**src/rtl/bias_relu_quant_pkg.sv**
```systemverilog
// Shared CNN datapath constants, types and the requantisation helper used by
// the conv post-accumulation stage and the FC layer.
package cnn_pkg;

  localparam int unsigned NUM_CH    = 6;
  localparam int unsigned ACC_W     = 24;
  localparam int unsigned BIAS_W    = 24;
  localparam int unsigned OUT_W     = 8;
  localparam int unsigned CH_W      = 3;
  localparam int unsigned DEF_SHIFT = 12;
  localparam int unsigned SUM_W     = ((ACC_W > BIAS_W) ? ACC_W : BIAS_W) + 1;

  typedef logic signed [ACC_W-1:0]  acc_t;
  typedef logic signed [BIAS_W-1:0] bias_t;
  typedef logic signed [SUM_W-1:0]  sum_t;
  typedef logic [OUT_W-1:0]         pix_t;

  // ReLU, round-half-up right shift, then clamp to the unsigned activation range.
  function automatic pix_t requant_relu_sat(input sum_t sum, input int unsigned shift);
    logic [SUM_W:0] rnd;
    if (sum[SUM_W-1]) return '0;
    rnd = {1'b0, sum} + ((SUM_W+1)'(1) << (shift - 1));
    rnd = rnd >> shift;
    if (|rnd[SUM_W:OUT_W]) return '1;
    return rnd[OUT_W-1:0];
  endfunction

endpackage

```
**src/rtl/bias_relu_quant_if.sv**
```systemverilog
// Accumulator-in / activation-out valid-ready streams of the bias/ReLU/quant stage.
interface bias_relu_quant_if;
  import cnn_pkg::*;

  logic              in_valid;
  logic              in_ready;
  acc_t              in_data;
  logic              out_valid;
  logic              out_ready;
  pix_t              out_data;
  logic [CH_W-1:0]   out_ch;
  logic              out_last;

  modport master (
    output in_valid, in_data, out_ready,
    input  in_ready, out_valid, out_data, out_ch, out_last
  );

  modport slave (
    input  in_valid, in_data, out_ready,
    output in_ready, out_valid, out_data, out_ch, out_last
  );
endinterface

```
**src/rtl/bias_relu_quant.sv**
```systemverilog
// Conv post-accumulation: bias add (bias fetched from an external registered ROM),
// ReLU, rounding shift and saturation to an 8-bit activation, 2-stage pipeline.
module bias_relu_quant
  import cnn_pkg::*;
#(
  parameter int unsigned SHIFT = DEF_SHIFT
) (
  input  logic            clk,
  input  logic            rstn,
  input  logic            ch_clr,
  bias_relu_quant_if.slave bus,
  output logic [CH_W-1:0] rom_aa,
  output logic            rom_cena,
  input  bias_t           rom_qa
);

  localparam logic [CH_W-1:0] LAST_CH = CH_W'(NUM_CH - 1);

  logic            w_en;
  logic            w_accept;
  logic [CH_W-1:0] w_ch;

  logic [CH_W-1:0] r_ch_cnt;
  logic            r_v1;
  acc_t            r_acc;
  logic [CH_W-1:0] r_ch1;
  logic            r_v2;
  sum_t            r_sum;
  logic [CH_W-1:0] r_ch2;
  logic            r_out_valid;
  pix_t            r_out_data;
  logic [CH_W-1:0] r_out_ch;
  logic            r_out_last;

  // A beat taken together with ch_clr is channel 0, so the ROM address follows the clear too.
  always_comb begin
    w_en     = ~r_out_valid | bus.out_ready;
    w_accept = bus.in_valid & w_en & rstn;
    w_ch     = ch_clr ? '0 : r_ch_cnt;
  end

  assign bus.in_ready  = w_en & rstn;
  assign rom_cena      = ~w_accept;
  assign rom_aa        = w_ch;
  assign bus.out_valid = r_out_valid;
  assign bus.out_data  = r_out_data;
  assign bus.out_ch    = r_out_ch;
  assign bus.out_last  = r_out_last;

  always_ff @(posedge clk or negedge rstn) begin
    if (!rstn) begin
      r_ch_cnt <= '0;
    end else if (w_accept) begin
      r_ch_cnt <= (w_ch == LAST_CH) ? '0 : w_ch + 1'b1;
    end else if (ch_clr) begin
      r_ch_cnt <= '0;
    end
  end

  // rom_qa stays valid across a stall between S1 and S2 because no read is issued then.
  always_ff @(posedge clk or negedge rstn) begin
    if (!rstn) begin
      r_v1        <= 1'b0;
      r_acc       <= '0;
      r_ch1       <= '0;
      r_v2        <= 1'b0;
      r_sum       <= '0;
      r_ch2       <= '0;
      r_out_valid <= 1'b0;
      r_out_data  <= '0;
      r_out_ch    <= '0;
      r_out_last  <= 1'b0;
    end else if (w_en) begin
      r_v1 <= w_accept;
      if (w_accept) begin
        r_acc <= bus.in_data;
        r_ch1 <= w_ch;
      end
      r_v2        <= r_v1;
      r_sum       <= sum_t'(r_acc) + sum_t'(rom_qa);
      r_ch2       <= r_ch1;
      r_out_valid <= r_v2;
      r_out_data  <= requant_relu_sat(r_sum, SHIFT);
      r_out_ch    <= r_ch2;
      r_out_last  <= (r_ch2 == LAST_CH);
    end
  end

endmodule
```
**src/flat_wrapper.sv**
```systemverilog
// flat-port wrapper written by rule: the top's interface ports become plain ports
module bias_relu_quant_flat import cnn_pkg::*;
#(
  parameter int unsigned SHIFT = DEF_SHIFT
)
  (clk, rstn, ch_clr, rom_aa, rom_cena, rom_qa, bus_in_valid, bus_in_data, bus_out_ready, bus_in_ready, bus_out_valid, bus_out_data, bus_out_ch, bus_out_last);
  bias_relu_quant_if bus_i ();
  input  logic clk;
  input  logic rstn;
  input  logic ch_clr;
  output logic [CH_W-1:0] rom_aa;
  output logic rom_cena;
  input  bias_t rom_qa;
  input wire logic [$bits(bus_i.in_valid)-1:0] bus_in_valid;
  input wire logic [$bits(bus_i.in_data)-1:0] bus_in_data;
  input wire logic [$bits(bus_i.out_ready)-1:0] bus_out_ready;
  output wire logic [$bits(bus_i.in_ready)-1:0] bus_in_ready;
  output wire logic [$bits(bus_i.out_valid)-1:0] bus_out_valid;
  output wire logic [$bits(bus_i.out_data)-1:0] bus_out_data;
  output wire logic [$bits(bus_i.out_ch)-1:0] bus_out_ch;
  output wire logic [$bits(bus_i.out_last)-1:0] bus_out_last;
  assign bus_i.in_valid = bus_in_valid;
  assign bus_i.in_data = bus_in_data;
  assign bus_i.out_ready = bus_out_ready;
  assign bus_in_ready = bus_i.in_ready;
  assign bus_out_valid = bus_i.out_valid;
  assign bus_out_data = bus_i.out_data;
  assign bus_out_ch = bus_i.out_ch;
  assign bus_out_last = bus_i.out_last;
  bias_relu_quant #(.SHIFT(SHIFT)) u_core (.clk(clk), .rstn(rstn), .ch_clr(ch_clr), .bus(bus_i), .rom_aa(rom_aa), .rom_cena(rom_cena), .rom_qa(rom_qa));
endmodule
```
**config.mk**
```make
export PLATFORM = sky130hd
export DESIGN_NAME = bias_relu_quant_flat
export DESIGN_NICKNAME = d
export VERILOG_FILES = /design/src/rtl/bias_relu_quant_pkg.sv /design/src/rtl/bias_relu_quant_if.sv /design/src/rtl/bias_relu_quant.sv /design/src/flat_wrapper.sv
export SDC_FILE = /design/constraint.sdc
export NUM_CORES = 1
export LEC_CHECK = 0
export CAP_MARGIN = 10
export CORE_AREA = 10 10 95 97
export DETAILED_ROUTE_END_ITERATION = 7
export DIE_AREA = 0 0 105 107
export PLACE_DENSITY = 0.8
export SYNTH_ARGS = -nofsm -noshare
export SYNTH_HDL_FRONTEND = slang
export SYNTH_SLANG_ARGS = --single-unit
```
**constraint.sdc**
```tcl
create_clock -name clk -period 2.9 [get_ports clk]
set_input_delay 0.725 -clock clk [delete_from_list [all_inputs] [get_ports clk]]
set_output_delay 0.725 -clock clk [all_outputs]
set_load 0.1 [all_outputs]
```
# Word level (Yosys, flattened, before mapping)
# Cells that the tools add are included.
# Widths: inputs -> output; s select.
[totals]
reg_bits = 73
in_bits = 53
output_inout_bits = 18
wordCells = 36
[classes]
addsub = 3
eq_ne = 2
mux = 12
bitwise = 6
n_reduce_logical = 2
[ops]
columns = ["cell", "n"]
rows = [
  ["$mux 8", 4],
  ["$add 25x12->26 const B", 1],
  ["$add 24x24->25", 1],
  ["$mux 3", 3],
  ["$eq 3x3->1 const B", 2],
  ["$reduce_or 6->1", 1],
  ["$mux 1", 5],
  ["$add 3x1->3 const B", 1],
  ["$and 1x1->1", 3],
  ["$not 1->1", 2],
  ["$reduce_and 2->1", 1],
  ["$or 1x1->1", 1],
]

# Depth between registers and ports, before layout
[logic_depth]
word_depth = 7
depth_mapped = 8
mapped_depth_nobuf = 7

# Worst setup path after synthesis
# OpenSTA, ideal clock, no wires.
[synth_path]
path_type = "reg-to-output"
startpoint = "register u_core.r_out_valid (netlist: u_core.bus.out_valid)"
endpoint = "output port rom_cena"
t_arrival_ns = 2.548
t_required_ns = 2.175
setup_slack_ns = -0.373
path_stages_with_launch = 6
path_cell_list = "dfrtp_1 > nand2b_1 > clkbuf_1 > and2_1 > nand2_1 > buf_2"
[synth_between]
elab_chain_cells = 5
[synth_lines]
columns = ["element", "line", "source"]
rows = [
  ["start, declared", "bias_relu_quant.sv:30", "logic r_out_valid;"],
  ["start signal, assigned", "bias_relu_quant.sv:82", "r_out_valid <= r_v2;"],
  ["$not 1->1", "bias_relu_quant.sv:37", "w_en = ~r_out_valid | bus.out_ready;"],
  ["$or 1x1->1", "bias_relu_quant.sv:37", ""],
  ["$and 1x1->1 (2 in series)", "bias_relu_quant.sv:38", "w_accept = bus.in_valid & w_en & rstn;"],
  ["$not 1->1", "bias_relu_quant.sv:43", "assign rom_cena = ~w_accept;"],
  ["end, declared", "flat_wrapper.sv:12", "output logic rom_cena;"],
]
# No other way between the ends.

# Worst setup path after layout
[layout_path]
startpoint = "input port rom_qa[10]"
endpoint = "register u_core.r_sum[23]"
[layout_between]
elab_chain_cells = 1
[layout_lines]
columns = ["element", "line", "source"]
rows = [
  ["start, declared", "flat_wrapper.sv:13", "input bias_t rom_qa;"],
  ["$add 24x24->25", "bias_relu_quant.sv:80", "r_sum <= sum_t'(r_acc) + sum_t'(rom_qa);"],
  ["end signal, assigned", "bias_relu_quant.sv:80", ""],
  ["end, declared", "bias_relu_quant.sv:28", "sum_t r_sum;"],
]
# No other way between the ends.
# A chain may end at the register's enable or synchronous reset.

==> flow_metrics.env <==
export IMPL_hold_path_class="flop to flop"
export IMPL_setup_ws_ns=0.195
export IMPL_power_per_cell_area_nw_per_um2=832
export IMPL_grt_pass1_vias=3250
export IMPL_grt_max_degree=63
export IMPL_async_flop_share_pct=100
export IMPL_cts_max_level=3
export IMPL_netlist_top_cells_count="nand2_1 (66), dfrtp_1 (62), a21oi_1 (29)"
export IMPL_gp_congestion=0.926
export IMPL_r2r_setup_slack_ns=0.64
export IMPL_crit_required_ns=3.14
export IMPL_path_buf_inv=2
export IMPL_grt_usage_pct=16.9
export IMPL_overflow=0
export IMPL_worstHoldStart="u_core.r_ch_cnt[2]$_DFF_PN0_"
export IMPL_synth_seq_area_share_pct=41.8
export IMPL_dp_cells=568
export IMPL_vias=3222
export IMPL_hold_buffers=0
export IMPL_top_usage_layer="met2"
export IMPL_root_buffer="clkbuf_8"
export IMPL_reg2reg_from="u_core.r_acc[10]$_DFFE_PN0P_"
export IMPL_post_synth_top_count_cell="nand2_1"
export IMPL_syn_to_final_growth_pct=31.8
export IMPL_rsz0062_at_grt="false"
export IMPL_whs_path_depth=1
export IMPL_grt_antenna_before_repair=0
export IMPL_drc_errors=0
export IMPL_fin_nets=557
export IMPL_wl_per_cell_microns=16.1
export IMPL_io_buffers=70
export IMPL_fmax_ghz=0.370
export IMPL_avgSynthCellArea_sq_um=9.75
export IMPL_die_w_microns=105
export IMPL_use_met3_pct=4.31
export IMPL_ff2ff_path_depth=8
export IMPL_crit_slowest_cell="clkdlybuf4s50_1"
export IMPL_netlist_instances=381
export IMPL_grt_pass1_wl_microns=15700
export IMPL_core_sq_um=7140
export IMPL_finalSetupTns_ns=0
export IMPL_yosysTopAreaCell="dfrtp_1"
export IMPL_path_cells="clkdlybuf4s50_1 -> ha_1 -> a21oi_1 -> o21ai_0 -> a41oi_1 -> buf_4 -> a2111oi_2 -> o31a_1 -> o31ai_1"
export IMPL_r2r_end="u_core.r_sum[23]$_DFFE_PN0N_"
export IMPL_end_kind="flop"
export IMPL_p_total_uw=4080
export IMPL_synth_area_sq_um=3720
export IMPL_synth_edff_count=0
export IMPL_netlist_cell_type_count=56
export IMPL_yosys_top_cells_area="dfrtp_1 (42%), ha_1 (8.1%), mux2_2 (7.3%), nand2_1 (6.7%), a21oi_1 (3.9%)"
export IMPL_synth_main_ff_cell="dfrtp_1"
export IMPL_drt_iter0_drc=129
export IMPL_dpl_worst_slack_ns=-0.146
export IMPL_layout_min_cycle_time_ns=2.70
export IMPL_syn_num_nets=458
export IMPL_holdPathEnd="u_core.r_ch_cnt[2]$_DFF_PN0_"
export IMPL_cts_tree="done"
export IMPL_clk_pin_slew_ns=0.07
export IMPL_maxCapViolations=0
export IMPL_numCtsBuffers=9
export IMPL_crit_type="input port to flop"
export IMPL_ys_ff_latch=62
export IMPL_critPathMaxFanout=6
export IMPL_synth_top_area_share_pct=41.8
export IMPL_initial_utilization_pct=52.1
export IMPL_dieArea_sq_um=11200
export IMPL_min_period_over_period_pct=93.3
export IMPL_io_pins=71
export IMPL_insertion_delay_ns=0.34
export IMPL_synth_warnings=0
export IMPL_ant_nets=0
export IMPL_placementRows=31
export IMPL_drive_gt1_share_pct=21.9
export IMPL_antennaDiodeCount=0
export IMPL_avgViaCountPerCell=5.52
export IMPL_met2_usage_pct=28.8
export IMPL_arrival_ns=2.94
export IMPL_start_kind="input port"
export IMPL_finalHoldViolCount=0
export IMPL_cts_resized=0
export IMPL_dp_hpwl_microns=7470
export IMPL_instances_no_fill=584
export IMPL_drv_slew=0
export IMPL_max_vdd_ir_drop_uv=364
export IMPL_routed_wirelength_microns=9420
export IMPL_die_h_microns=107
export IMPL_cpPeakStageDelay_ns=0.41
export IMPL_use_met1_pct=21.0
export IMPL_cts_setup_buffers=0
export IMPL_dr_pass1_iters=4
export IMPL_worstMarginPinSlew_ns=0.780
export IMPL_crit_family="compound AO/OA/AOI/OAI gates"
export IMPL_finClkSkew_ns=0.0129
export IMPL_clock_sinks=62
export IMPL_status="finished, final reports clean"
export IMPL_ctsLongestPathBuffers=2
export IMPL_leakage_uw=0.00215
export IMPL_slew_headroom_pct=48.0
export IMPL_setup_viol=0
==> cells by family (layout without fill, tap and decap cells) <==
family | count (synthesis) | after routing | share of synthesized area (%)
flops | 62 | 62 | 41.8
mux | 28 | 28 | 8.38
compound gates | 98 | 98 | 18.4
fa+ha+maj | 24 | 24 | 8.08
buf+inv | 24 | 128 | 3.87
simple gates | 132 | 132 | 16.4
xor+xnor | 13 | 13 | 3.06
==> worst max-delay path by stage <==
stage / from / end / slack [ns] / depth (start not counted)
after floorplan: ch_clr / rom_aa[2] / 0.03 / 1
after global placement: rom_qa[10] / u_core.r_sum[23]$_DFFE_PN0N_ / -0.08 / 9
after detailed placement: rom_qa[10] / u_core.r_sum[23]$_DFFE_PN0N_ / -0.15 / 9
after CTS: rom_qa[10] / u_core.r_sum[23]$_DFFE_PN0N_ / 0.21 / 9
after global routing: rom_qa[14] / u_core.r_sum[23]$_DFFE_PN0N_ / 0.02 / 9
final: rom_qa[10] / u_core.r_sum[23]$_DFFE_PN0N_ / 0.20 / 9
==> routing by layer <==
layer	share of wire, %	vias up
li1	-	1599
met1	45	1545
met2	49	71
met3	4.7	7
met4	1.0	0
met5	0	-
==> final cells by class <==
type,instances,area (sq um)
tap,99,124
timing repair buffer,103,961
multi-input combinational,295,2030
clock inverter,6,61.3
inverter,9,33.8
fill,603,2240
clock buffer,10,138
sequential,62,1550
==> through the flow <==
step / utilization [%] / area (sq um) / hold slack [ns]
6_report: 68.6 / 4900 / 0.455
2_1_floorplan: - / 3720 / 0.426
3_3_place_gp: 65.8 / 4700 / 0.442
5_1_grt: 68.6 / 4900 / 0.492
4_1_cts: 68.6 / 4900 / 0.460
3_5_place_dp: 65.8 / 4700 / 0.445
==> power by group <==
group / switching, uW / internal (uW) / total (uW)
logic: 1230 / 776 / 2000
registers: 195 / 1120 / 1320
clock network: 342 / 417 / 759
==> layout by cell type (no fill, tap or decap), types with 13 or more instances in the layout <==
master / n
nor2_1: 18
o21ai_0: 13
ha_1: 24
buf_4: 46
dfrtp_1: 61
nand2_1: 66
a21oi_1: 29
mux2_2: 24
clkdlybuf4s50_1: 51
==> registers in the layout, summed over array words and instances, names as in the netlist <==
name                  count
u_core.bus.out_ch         3
u_core.bus.out_data       8
u_core.bus.out_last       1
u_core.bus.out_valid      1
u_core.r_acc             24
u_core.r_ch1              3
u_core.r_ch2              3
u_core.r_ch_cnt           3
u_core.r_sum             14
u_core.r_v1               1
u_core.r_v2               1
Note: power is estimated with default switching activity, not from simulation.
==> patch (same flow settings) <==
Make the reset (`rstn`) synchronous in 2 clocked blocks.
--- a/src/rtl/bias_relu_quant.sv
+++ b/src/rtl/bias_relu_quant.sv
@@ -48,5 +48,5 @@
   assign bus.out_last  = r_out_last;
 
-  always_ff @(posedge clk or negedge rstn) begin
+  always_ff @(posedge clk) begin
     if (!rstn) begin
       r_ch_cnt <= '0;
@@ -59,5 +59,5 @@
 
   // rom_qa stays valid across a stall between S1 and S2 because no read is issued then.
-  always_ff @(posedge clk or negedge rstn) begin
+  always_ff @(posedge clk) begin
     if (!rstn) begin
       r_v1        <= 1'b0;
Behaviour: differs if rstn is asserted again (counterexample within 4 cycles, from zero or initial values and one cycle with rstn low); with rstn held inactive, the same outputs for 4 cycles.
==> patch against the original RTL <==
Maximum frequency decreased by 1.9%; synthesized area decreased by 12%; worst setup slack worse by 54 ps; design area shrank 8.9%; core utilization shrank 6.1 points; die area did not move; sequential share of layout area decreased by 3.8 points; wire length down 13%; critical path depth unchanged; sequential cell count is the same; clock skew is 5.3 ps lower.
Power is not compared: it rests on default switching activity, and its combinational part moved more than twofold at a synthesized area within 25%.
==> patch: results (changes against the original RTL) <==
status=completed (unchanged); met1 usage=16.0% (was 21.0%); WL met3=587 um (was 447 um); post-synth top area share=38.1% (was 41.8%); worst clock skew=7.59 ps (was 12.9 ps); largest net degree at the start of global routing=55 (was 63); CP Launch Point=rom_qa[4] (was rom_qa[10]); via count=3086 (was 3222); Layout Nets=567 (was 557); Initial DRC Count=101 (was 129); Syn Nets=478 (was 458); Unique masters post-synth=48 (was 56); Area contributors post-synth=dfxtp_1, nand2_1, ha_1 (was dfrtp_1, ha_1, mux2_2); ys async rst share=0% (was 100%); wire length per cell=13.8 um (was 16.1 um); reg-to-reg startpoint=u_core.r_acc[4]$_SDFFE_PN0P_ (was u_core.r_acc[10]$_DFFE_PN0P_); Crit Path Max Fanout=5 (was 6); share of post-route cells with drive strength above 1=13.9% (was 21.9%); Placed Instances=578 (was 568); GRT Total Usage=14.4% (was 16.9%); Place WS=-163 ps (was -146 ps); slew at the pin with the worst max-slew slack=491 ps (was 780 ps); Min-Delay Path Depth=2 (was 1); GR Layer Usage met2=24.7% (was 28.8%); Post-Syn Instances=401 (was 381)
-- patch: kinds of logic after synthesis --
| logic type | Yosys count | synth area share (%) |
|---|---|---|
| AOI/OAI and AO/OA | 113 | 22.7 |
| xor gates and xnor gates | 19 | 5.10 |
| adders and majority gates | 24 | 9.21 |
| buffers and inverters | 21 | 2.46 |
| DFF | 62 | 38.1 |
| muxes | 2 | 0.652 |
| and+or+nand+nor | 160 | 21.8 |
-- patch: layout make-up --
class / count / area, um^2
inverters: 4 / 15.0
fillers: 636 / 2680
flip-flops and latches: 62 / 1240
well taps: 99 / 124
multi-input cells: 318 / 1940
clock inverters: 5 / 81.3
repair buffers: 95 / 906
clock buffers: 11 / 151
-- patch: stage by stage --
stage                     setup TNS, ps  utilization, %
final                                 0            62.5
after detailed placement           -588            59.2
after global routing                  0            62.5
after floorplan                       0               -
after CTS                             0            62.5
after global placement             -240            59.2
